File: src/rtl/muldiv_seq_if.sv
`default_nettype none
// ============================================================================
// Module   : muldiv_seq_if
// Purpose  : Handshake and data bundle between the execute stage and the
//            sequential multiply/divide unit.
// Signals  : kill                 - abandon the operation in flight
//            in_valid / in_ready  - request handshake (operands op, a, b)
//            out_valid / out_ready- result handshake (result_lo, result_hi)
//            busy                 - unit not idle (stall hint)
// Modports : master (execute side), slave (muldiv_seq side)
// Revision : 1.0 - initial release
// ============================================================================
interface muldiv_seq_if #(
  parameter int RV = 16
);
  logic          kill;
  logic          in_valid;
  logic          in_ready;
  logic [1:0]    op;
  logic [RV-1:0] a;
  logic [RV-1:0] b;
  logic          out_valid;
  logic          out_ready;
  logic [RV-1:0] result_lo;
  logic [RV-1:0] result_hi;
  logic          busy;

  modport master (
    output kill, in_valid, op, a, b, out_ready,
    input  in_ready, out_valid, result_lo, result_hi, busy
  );

  modport slave (
    input  kill, in_valid, op, a, b, out_ready,
    output in_ready, out_valid, result_lo, result_hi, busy
  );
endinterface
`default_nettype wire

File: src/rtl/muldiv_seq.sv
`default_nettype none
// ============================================================================
// Module   : muldiv_seq
// Purpose  : Sequential multiply/divide unit. Shift-add multiplier and
//            restoring divider retiring STEP bits per RUN cycle, MSB first.
//            Returns product hi:lo, or quotient (lo) and remainder (hi).
// Ports    : clk    - clock
//            reset  - synchronous, active-low reset
//            bus    - muldiv_seq_if.slave (kill, in_valid/in_ready, op, a, b,
//                     out_valid/out_ready, result_lo, result_hi, busy)
// Params   : RV   - operand/result width (multiple of STEP)
//            STEP - bits retired per RUN cycle (1, 2 or 4)
// Options  : MULDIV_SIGNED_EN - when defined, op[0] selects signed operation
//            and the FIX state applies the sign correction. When undefined,
//            every operation is unsigned and FIX is a plain pass-through.
// Latency  : accept edge E0, out_valid high after E0+RV/STEP+1;
//            divide by zero: out_valid high after E0+1.
// Revision : 1.0 - initial release
// ============================================================================
module muldiv_seq #(
  parameter int RV   = 16,
  parameter int STEP = 1
) (
  input  wire         clk,
  input  wire         reset,
  muldiv_seq_if.slave bus
);

  localparam int             c_iters    = RV / STEP;
  localparam int             c_cw       = (c_iters > 1) ? $clog2(c_iters) : 1;
  localparam logic [c_cw-1:0] c_cnt_load = c_cw'(c_iters - 1);

  generate
    if ((STEP != 1 && STEP != 2 && STEP != 4) || (RV % STEP) != 0 || RV < 2)
    begin : g_param_check
      $error("muldiv_seq: STEP must be 1, 2 or 4 and divide RV");
    end
  endgenerate

  typedef enum logic [1:0] {
    S_IDLE = 2'd0,
    S_RUN  = 2'd1,
    S_FIX  = 2'd2,
    S_DONE = 2'd3
  } state_t;

  state_t            r_state;
  state_t            w_state_nxt;

  logic              r_is_div;     // latched op[1]
  logic [RV-1:0]     r_a;          // multiplicand magnitude, consumed MSB first
  logic [RV-1:0]     r_b;          // multiplier / divisor magnitude
  // Multiply: full 2RV-bit product accumulator.
  // Divide  : {partial remainder, dividend bits shifting out / quotient in}.
  logic [2*RV-1:0]   r_acc;
  logic [c_cw-1:0]   r_cnt;
  logic [RV-1:0]     r_result_lo;
  logic [RV-1:0]     r_result_hi;
  logic              r_out_valid;

  logic              w_accept;
  logic              w_div_zero;
  logic [RV-1:0]     w_a_mag;
  logic [RV-1:0]     w_b_mag;
  logic [RV-1:0]     w_fix_lo;
  logic [RV-1:0]     w_fix_hi;

  assign w_accept   = bus.in_valid & (r_state == S_IDLE) & ~bus.kill;
  assign w_div_zero = bus.op[1] & (bus.b == {RV{1'b0}});

  // --------------------------------------------------------------------------
  // Sign handling: operand magnitudes at accept, result correction in FIX
  // --------------------------------------------------------------------------
`ifdef MULDIV_SIGNED_EN
  logic w_sa;
  logic w_sb;
  logic r_neg_lo;   // negate quotient, or the whole product
  logic r_neg_hi;   // negate remainder (follows the dividend sign)

  assign w_sa    = bus.op[0] & bus.a[RV-1];
  assign w_sb    = bus.op[0] & bus.b[RV-1];
  assign w_a_mag = w_sa ? ({RV{1'b0}} - bus.a) : bus.a;
  assign w_b_mag = w_sb ? ({RV{1'b0}} - bus.b) : bus.b;

  always_ff @(posedge clk) begin
    if (!reset) begin
      r_neg_lo <= 1'b0;
      r_neg_hi <= 1'b0;
    end else if (w_accept) begin
      r_neg_lo <= w_sa ^ w_sb;
      r_neg_hi <= bus.op[1] ? w_sa : (w_sa ^ w_sb);
    end
  end

  // The product is negated as one 2RV-bit value; quotient and remainder are
  // negated independently. DIV(-2^(RV-1), -1) falls out naturally: the
  // magnitude quotient 2^(RV-1) is not negated and reads back as -2^(RV-1).
  always_comb begin
    w_fix_lo = r_acc[RV-1:0];
    w_fix_hi = r_acc[2*RV-1:RV];
    if (r_is_div) begin
      if (r_neg_lo) w_fix_lo = {RV{1'b0}} - r_acc[RV-1:0];
      if (r_neg_hi) w_fix_hi = {RV{1'b0}} - r_acc[2*RV-1:RV];
    end else if (r_neg_lo) begin
      {w_fix_hi, w_fix_lo} = {(2*RV){1'b0}} - r_acc;
    end
  end
`else
  assign w_a_mag  = bus.a;
  assign w_b_mag  = bus.b;
  assign w_fix_lo = r_acc[RV-1:0];
  assign w_fix_hi = r_acc[2*RV-1:RV];
`endif

  // --------------------------------------------------------------------------
  // RUN datapath
  // --------------------------------------------------------------------------
  logic [STEP-1:0]   w_digit;
  logic [2*RV-1:0]   w_mul_acc;
  logic [RV-1:0]     w_rem;
  logic [RV-1:0]     w_quo;
  logic [RV:0]       w_shift;
  logic [RV+1:0]     w_trial;
  logic [2*RV-1:0]   w_run_acc;

  assign w_digit   = r_a[RV-1 -: STEP];
  assign w_mul_acc = (r_acc << STEP)
                   + ({{RV{1'b0}}, r_b} * {{(2*RV-STEP){1'b0}}, w_digit});

  // STEP chained restoring sub-steps. The dividend MSB is shifted into the
  // partial remainder while the new quotient bit enters at the LSB, so the
  // low half turns from dividend into quotient over the iterations.
  always_comb begin
    w_rem   = r_acc[2*RV-1:RV];
    w_quo   = r_acc[RV-1:0];
    w_shift = '0;
    w_trial = '0;
    for (int i = 0; i < STEP; i++) begin
      w_shift = {w_rem, w_quo[RV-1]};
      w_trial = {1'b0, w_shift} - {2'b00, r_b};
      w_quo   = {w_quo[RV-2:0], ~w_trial[RV+1]};
      // Partial remainder stays below the divisor, so RV bits suffice.
      w_rem   = w_trial[RV+1] ? w_shift[RV-1:0] : w_trial[RV-1:0];
    end
  end

  assign w_run_acc = r_is_div ? {w_rem, w_quo} : w_mul_acc;

  // --------------------------------------------------------------------------
  // Control FSM
  // --------------------------------------------------------------------------
  always_ff @(posedge clk) begin
    if (!reset) begin
      r_state <= S_IDLE;
    end else begin
      r_state <= w_state_nxt;
    end
  end

  always_comb begin
    w_state_nxt = r_state;
    case (r_state)
      S_IDLE: begin
        if (w_accept) begin
          w_state_nxt = w_div_zero ? S_DONE : S_RUN;
        end
      end
      S_RUN: begin
        if (bus.kill) begin
          w_state_nxt = S_IDLE;
        end else if (r_cnt == {c_cw{1'b0}}) begin
          w_state_nxt = S_FIX;
        end
      end
      S_FIX: begin
        w_state_nxt = bus.kill ? S_IDLE : S_DONE;
      end
      S_DONE: begin
        // kill wins over a simultaneous result handshake
        if (bus.kill || (r_out_valid && bus.out_ready)) begin
          w_state_nxt = S_IDLE;
        end
      end
      default: w_state_nxt = S_IDLE;
    endcase
  end

  // --------------------------------------------------------------------------
  // Operand, accumulator and result registers
  // --------------------------------------------------------------------------
  always_ff @(posedge clk) begin
    if (!reset) begin
      r_is_div    <= 1'b0;
      r_a         <= '0;
      r_b         <= '0;
      r_acc       <= '0;
      r_cnt       <= '0;
      r_result_lo <= '0;
      r_result_hi <= '0;
      r_out_valid <= 1'b0;
    end else begin
      case (r_state)
        S_IDLE: begin
          if (w_accept) begin
            r_is_div <= bus.op[1];
            r_a      <= w_a_mag;
            r_b      <= w_b_mag;
            r_cnt    <= c_cnt_load;
            r_acc    <= bus.op[1] ? {{RV{1'b0}}, w_a_mag} : {(2*RV){1'b0}};
            if (w_div_zero) begin
              // Divide by zero bypasses RUN/FIX; the raw dividend is kept
              // as the remainder regardless of signedness.
              r_result_lo <= {RV{1'b1}};
              r_result_hi <= bus.a;
            end
          end
        end
        S_RUN: begin
          r_acc <= w_run_acc;
          r_a   <= r_a << STEP;
          r_cnt <= r_cnt - c_cw'(1);
        end
        S_FIX: begin
          if (!bus.kill) begin
            r_result_lo <= w_fix_lo;
            r_result_hi <= w_fix_hi;
            r_out_valid <= 1'b1;
          end
        end
        S_DONE: begin
          // Entry through the divide-by-zero bypass arrives with out_valid
          // still low; it is raised one edge later.
          if (bus.kill || (r_out_valid && bus.out_ready)) begin
            r_out_valid <= 1'b0;
          end else begin
            r_out_valid <= 1'b1;
          end
        end
        default: r_out_valid <= 1'b0;
      endcase
    end
  end

  assign bus.in_ready  = (r_state == S_IDLE);
  assign bus.busy      = (r_state != S_IDLE);
  assign bus.out_valid = r_out_valid;
  assign bus.result_lo = r_result_lo;
  assign bus.result_hi = r_result_hi;

endmodule
`default_nettype wire

File: src/flat_wrapper.sv
// flat-port wrapper written by rule: the top's interface ports become plain ports
module muldiv_seq_flat 
#(
  parameter int RV   = 16,
  parameter int STEP = 1
)
  (clk, reset, bus_kill, bus_in_valid, bus_op, bus_a, bus_b, bus_out_ready, bus_in_ready, bus_out_valid, bus_result_lo, bus_result_hi, bus_busy);
  muldiv_seq_if #(.RV(RV)) bus_i ();
  input  wire clk;
  input  wire reset;
  input wire logic [$bits(bus_i.kill)-1:0] bus_kill;
  input wire logic [$bits(bus_i.in_valid)-1:0] bus_in_valid;
  input wire logic [$bits(bus_i.op)-1:0] bus_op;
  input wire logic [$bits(bus_i.a)-1:0] bus_a;
  input wire logic [$bits(bus_i.b)-1:0] bus_b;
  input wire logic [$bits(bus_i.out_ready)-1:0] bus_out_ready;
  output wire logic [$bits(bus_i.in_ready)-1:0] bus_in_ready;
  output wire logic [$bits(bus_i.out_valid)-1:0] bus_out_valid;
  output wire logic [$bits(bus_i.result_lo)-1:0] bus_result_lo;
  output wire logic [$bits(bus_i.result_hi)-1:0] bus_result_hi;
  output wire logic [$bits(bus_i.busy)-1:0] bus_busy;
  assign bus_i.kill = bus_kill;
  assign bus_i.in_valid = bus_in_valid;
  assign bus_i.op = bus_op;
  assign bus_i.a = bus_a;
  assign bus_i.b = bus_b;
  assign bus_i.out_ready = bus_out_ready;
  assign bus_in_ready = bus_i.in_ready;
  assign bus_out_valid = bus_i.out_valid;
  assign bus_result_lo = bus_i.result_lo;
  assign bus_result_hi = bus_i.result_hi;
  assign bus_busy = bus_i.busy;
  muldiv_seq #(.RV(RV), .STEP(STEP)) u_core (.clk(clk), .reset(reset), .bus(bus_i));
endmodule
File: config.mk
export PLATFORM = sky130hd
export DESIGN_NAME = muldiv_seq_flat
export DESIGN_NICKNAME = d
export VERILOG_FILES = /design/src/rtl/muldiv_seq_if.sv /design/src/rtl/muldiv_seq.sv /design/src/flat_wrapper.sv
export SDC_FILE = /design/constraint.sdc
export NUM_CORES = 1
export LEC_CHECK = 0
export CORE_MARGIN = 4
export CORE_UTILIZATION = 26
export CTS_CLUSTER_DIAMETER = 200
export CTS_CLUSTER_SIZE = 10
export DETAILED_ROUTE_END_ITERATION = 10
export MAX_ROUTING_LAYER = met4
export PLACE_DENSITY = 0.52
export SKIP_CTS_REPAIR_TIMING = 1
export SYNTH_ARGS = -nofsm -noshare
export SYNTH_HDL_FRONTEND = slang
export SYNTH_SLANG_ARGS = --single-unit
File: constraint.sdc
create_clock -name clk -period 6 [get_ports clk]
set_input_delay 1.8 -clock clk [delete_from_list [all_inputs] [get_ports clk]]
set_output_delay 1.8 -clock clk [all_outputs]
set_load 0.05 [all_outputs]
==> reports/results.txt <==
Status = complete, no violations
WHS Path Cells = 2
Mapped Nets = 913
Cell count after synthesis = 840
First-pass detailed-route iteration total = 4
Worst setup SP type = input pin
Fin. max-slew vios = 0
Worst min path class = reg -> reg
FP Rows = 57
Clock root buffer = clkbuf_16
Core Util, Final = 0.322
Drt drc = 0
Worst hold endpoint = u_core.r_a[0]
Post-synthesis sequential area ratio = 0.322
GRT overflow = 0
Worst hold start = u_core.r_a[0]
Peak supply drop = 141 µV
TNS Setup = 0 ns
Ys flop type = dfxtp_1
Routed Antenna Nets = 0
Syn avg cell area = 7.70 µm²
Placed cell area = 7510 µm²
CTS tree = built
Pin count of the biggest net entering global routing = 74
Die area = 27500 µm²
Clk sinks = 104
HPWL after detailed placement = 15.9 mm
Post-Route WL = 21.0 mm
CTS Buf Count = 9
Asr flop ratio synth = 0
Via density = 5.08
Clock latency on the worst-skew pair = 0.36 ns
Worst-Margin Slew = 1.23 ns
First-pass GRT wire length = 33.3 mm
CP endpoint kind = flop
GRT Resource Usage Total = 0.153
R2R cell count = 12
Capture point of the worst reg-to-reg path = u_core.r_acc[31]
Area grow syn2layout = 21.3%
Port Buf Inserts = 72
Setup ws final = 1.72 ns
Tot Pwr = 1780 µW
Synth Register Bits = 104
Reg2Reg Setup Slack = 2.57 ns
Yosys cell types = 69
Vias = 6187
Initial antenna violation count = 0
IO Count = 74
Number of global-route vias before repair = 5901
First DRT Iteration DRCs = 384
P per Cell Area = 227 nW/µm²
Leakage = 0.00296 µW
# diodes = 0
Final instance area = 7850 µm²
Pre-CTS WS = 1.27 ns
Die height = 166 µm
RSZ-0062 raised after global routing = false
Final Cycle Share = 0.713
Critical Path AT = 4.55 ns
Tmin final = 4.28 ns
Synthesized cell area = 6470 µm²
Total number of yosys warnings = 0
Layout cells sized above 1 = 0.0536
Endpoints failing hold = 0
Initial Utilization = 0.265
Final Skew = 0.00922 ns
Core area = 24400 µm²
Final setup fails = 0
WP data required = 6.27 ns
Gpl congestion = 0.898
WS Path Type = in -> reg
Die X-Extent = 166 µm
Routed length per instance = 17.3 µm
Max Freq = 234 MHz
Final nets = 963
Number of synthesized flops with an enable pin = 0
Max clock buf depth = 2
Worst reg2reg startpoint = u_core.r_a[15]
MaxCap Viol Count = 0
Max_slew headroom = 0.178
Worst-path clk slew = 0.07 ns
CP max FO = 31
Depth of the CTS H-tree = 3
cells in the mapped netlist, drive strengths merged, types with 4 or more instances:
cell type,instances,area (µm²)
nor3,46,230
o21ai,45,229
or3,4,25.0
clkbuf,36,135
nand3,23,115
a211oi,21,158
ha,32,400
nor2,82,310
xor2,14,123
and3,11,68.8
mux2i,17,170
o31ai,5,61.3
nor4b,4,50.1
buf,10,48.8
inv,41,154
and2,16,100
o211ai,12,95.1
a21oi,64,324
a31oi,5,31.3
o31a,4,35.0
nor2b,8,57.6
xnor2,17,149
a311oi,17,149
o211a,5,50.1
nand2b,4,25.0
o21a,11,82.6
a22oi,8,60.1
o21bai,4,30.0
a2111oi,4,40.0
nand2,120,453
dfxtp,104,2080
report_power, final:
| part | total, µW | switching, µW | internal [µW] |
|---|---|---|---|
| Clock | 662 | 272 | 390 |
| Sequential | 760 | 35.2 | 725 |
| Combinational | 358 | 218 | 140 |
| Total | 1780 | 525 | 1250 |
per-layer routing:
| metal | up-vias | track usage | wire length (µm) |
|---|---|---|---|
| met5 | - | - | 0 |
| li1 | 3109 | - | - |
| met3 | 25 | 0.0214 | 996 |
| met4 | 0 | 0.0456 | 443 |
| met1 | 2865 | 0.215 | 10400 |
| met2 | 188 | 0.230 | 9200 |
stage by stage:
stage / hold slack (ns) / cells
after floorplan: 0.445 / 840
after global routing: 0.498 / 1219
final: 0.471 / 1219
after CTS: 0.474 / 1219
after detailed placement: 0.464 / 1203
after global placement: 0.456 / 1203
layout make-up:
cell class	instances	area, µm²
Fill cell	2638	16500
Sequential cell	104	2080
Clock buffer	12	256
Multi-Input combinational cell	649	4060
Clock inverter	4	73.8
Timing Repair Buffer	85	818
Inverter	41	154
Tap cell	324	405
registers in the layout, indices dropped and copies added, names as in the netlist, 2 cells and up:
name	cells
u_core.r_acc	32
u_core.r_state	2
u_core.r_cnt	4
u_core.r_b	16
u_core.bus.result_hi	16
u_core.r_a	16
u_core.bus.result_lo	16
cell usage in the layout, fill, tap and decap left out, drive strengths merged, types with 3 or more instances in the layout:
cell           netlist  routed
inv                 41      42
a22o                 3       3
o21ai               45      45
nor3                46      46
and2                16      16
nand2              120     120
a31oi                5       5
dfxtp              104     104
o22ai                3       3
nand3               23      23
o311ai               3       3
xnor2               17      17
o211a                5       5
a311oi              17      17
nor2b                8       8
clkdlybuf4s50        0      72
or3                  4       4
a21oi               64      64
a2111oi              4       4
o211ai              12      12
mux2i               17      17
o31ai                5       5
clkbuf              36      12
a221oi               3       3
buf                 10      13
a222oi               3       3
o221ai               3       3
ha                  32      32
a22oi                8       8
nor2                82      82
o21a                11      11
o21bai               4       4
a211oi              21      21
o31a                 4       4
nor4b                4       4
xor2                14      14
nand2b               4       4
nor4                 3       3
and3                11      11
nand4                3       3
worst max-delay path by stage:
stage / start / cells past startpoint / slack (ns) / end
2_1_floorplan: bus_op[1] / 9 / 2.55 / u_core.bus.result_lo[10]
3_3_place_gp: bus_op[1] / 10 / 1.32 / u_core.bus.result_hi[1]
3_5_place_dp: bus_op[1] / 10 / 1.27 / u_core.bus.result_hi[14]
4_1_cts: bus_op[1] / 10 / 1.63 / u_core.bus.result_hi[14]
5_1_grt: bus_op[1] / 10 / 1.47 / u_core.bus.result_hi[15]
6_report: bus_op[1] / 10 / 1.72 / u_core.bus.result_hi[14]
cell families (layout without fill, tap and decap cells):
kind of cell | Yosys count | count (layout) | synth area share
flip-flops | 104 | 104 | 0.322
AO/OA/AOI/OAI | 237 | 237 | 0.254
XOR/XNOR | 31 | 31 | 0.0420
AND/OR/NAND/NOR | 330 | 330 | 0.235
multiplexers | 17 | 17 | 0.0263
buffers and inverters | 87 | 142 | 0.0522
adder cells (fa/ha/maj) | 34 | 34 | 0.0681
critical path, stage by stage:
cell             delay (ns)
clkdlybuf4s50_1        0.45
buf_4                  0.17
nor4b_1                0.36
nand4_1                0.14
o41ai_1                0.34
buf_4                  0.20
o21a_2                 0.54
buf_4                  0.27
nor2_1                 0.05
a211oi_1               0.20
Note: power is estimated with default switching activity, not from simulation.
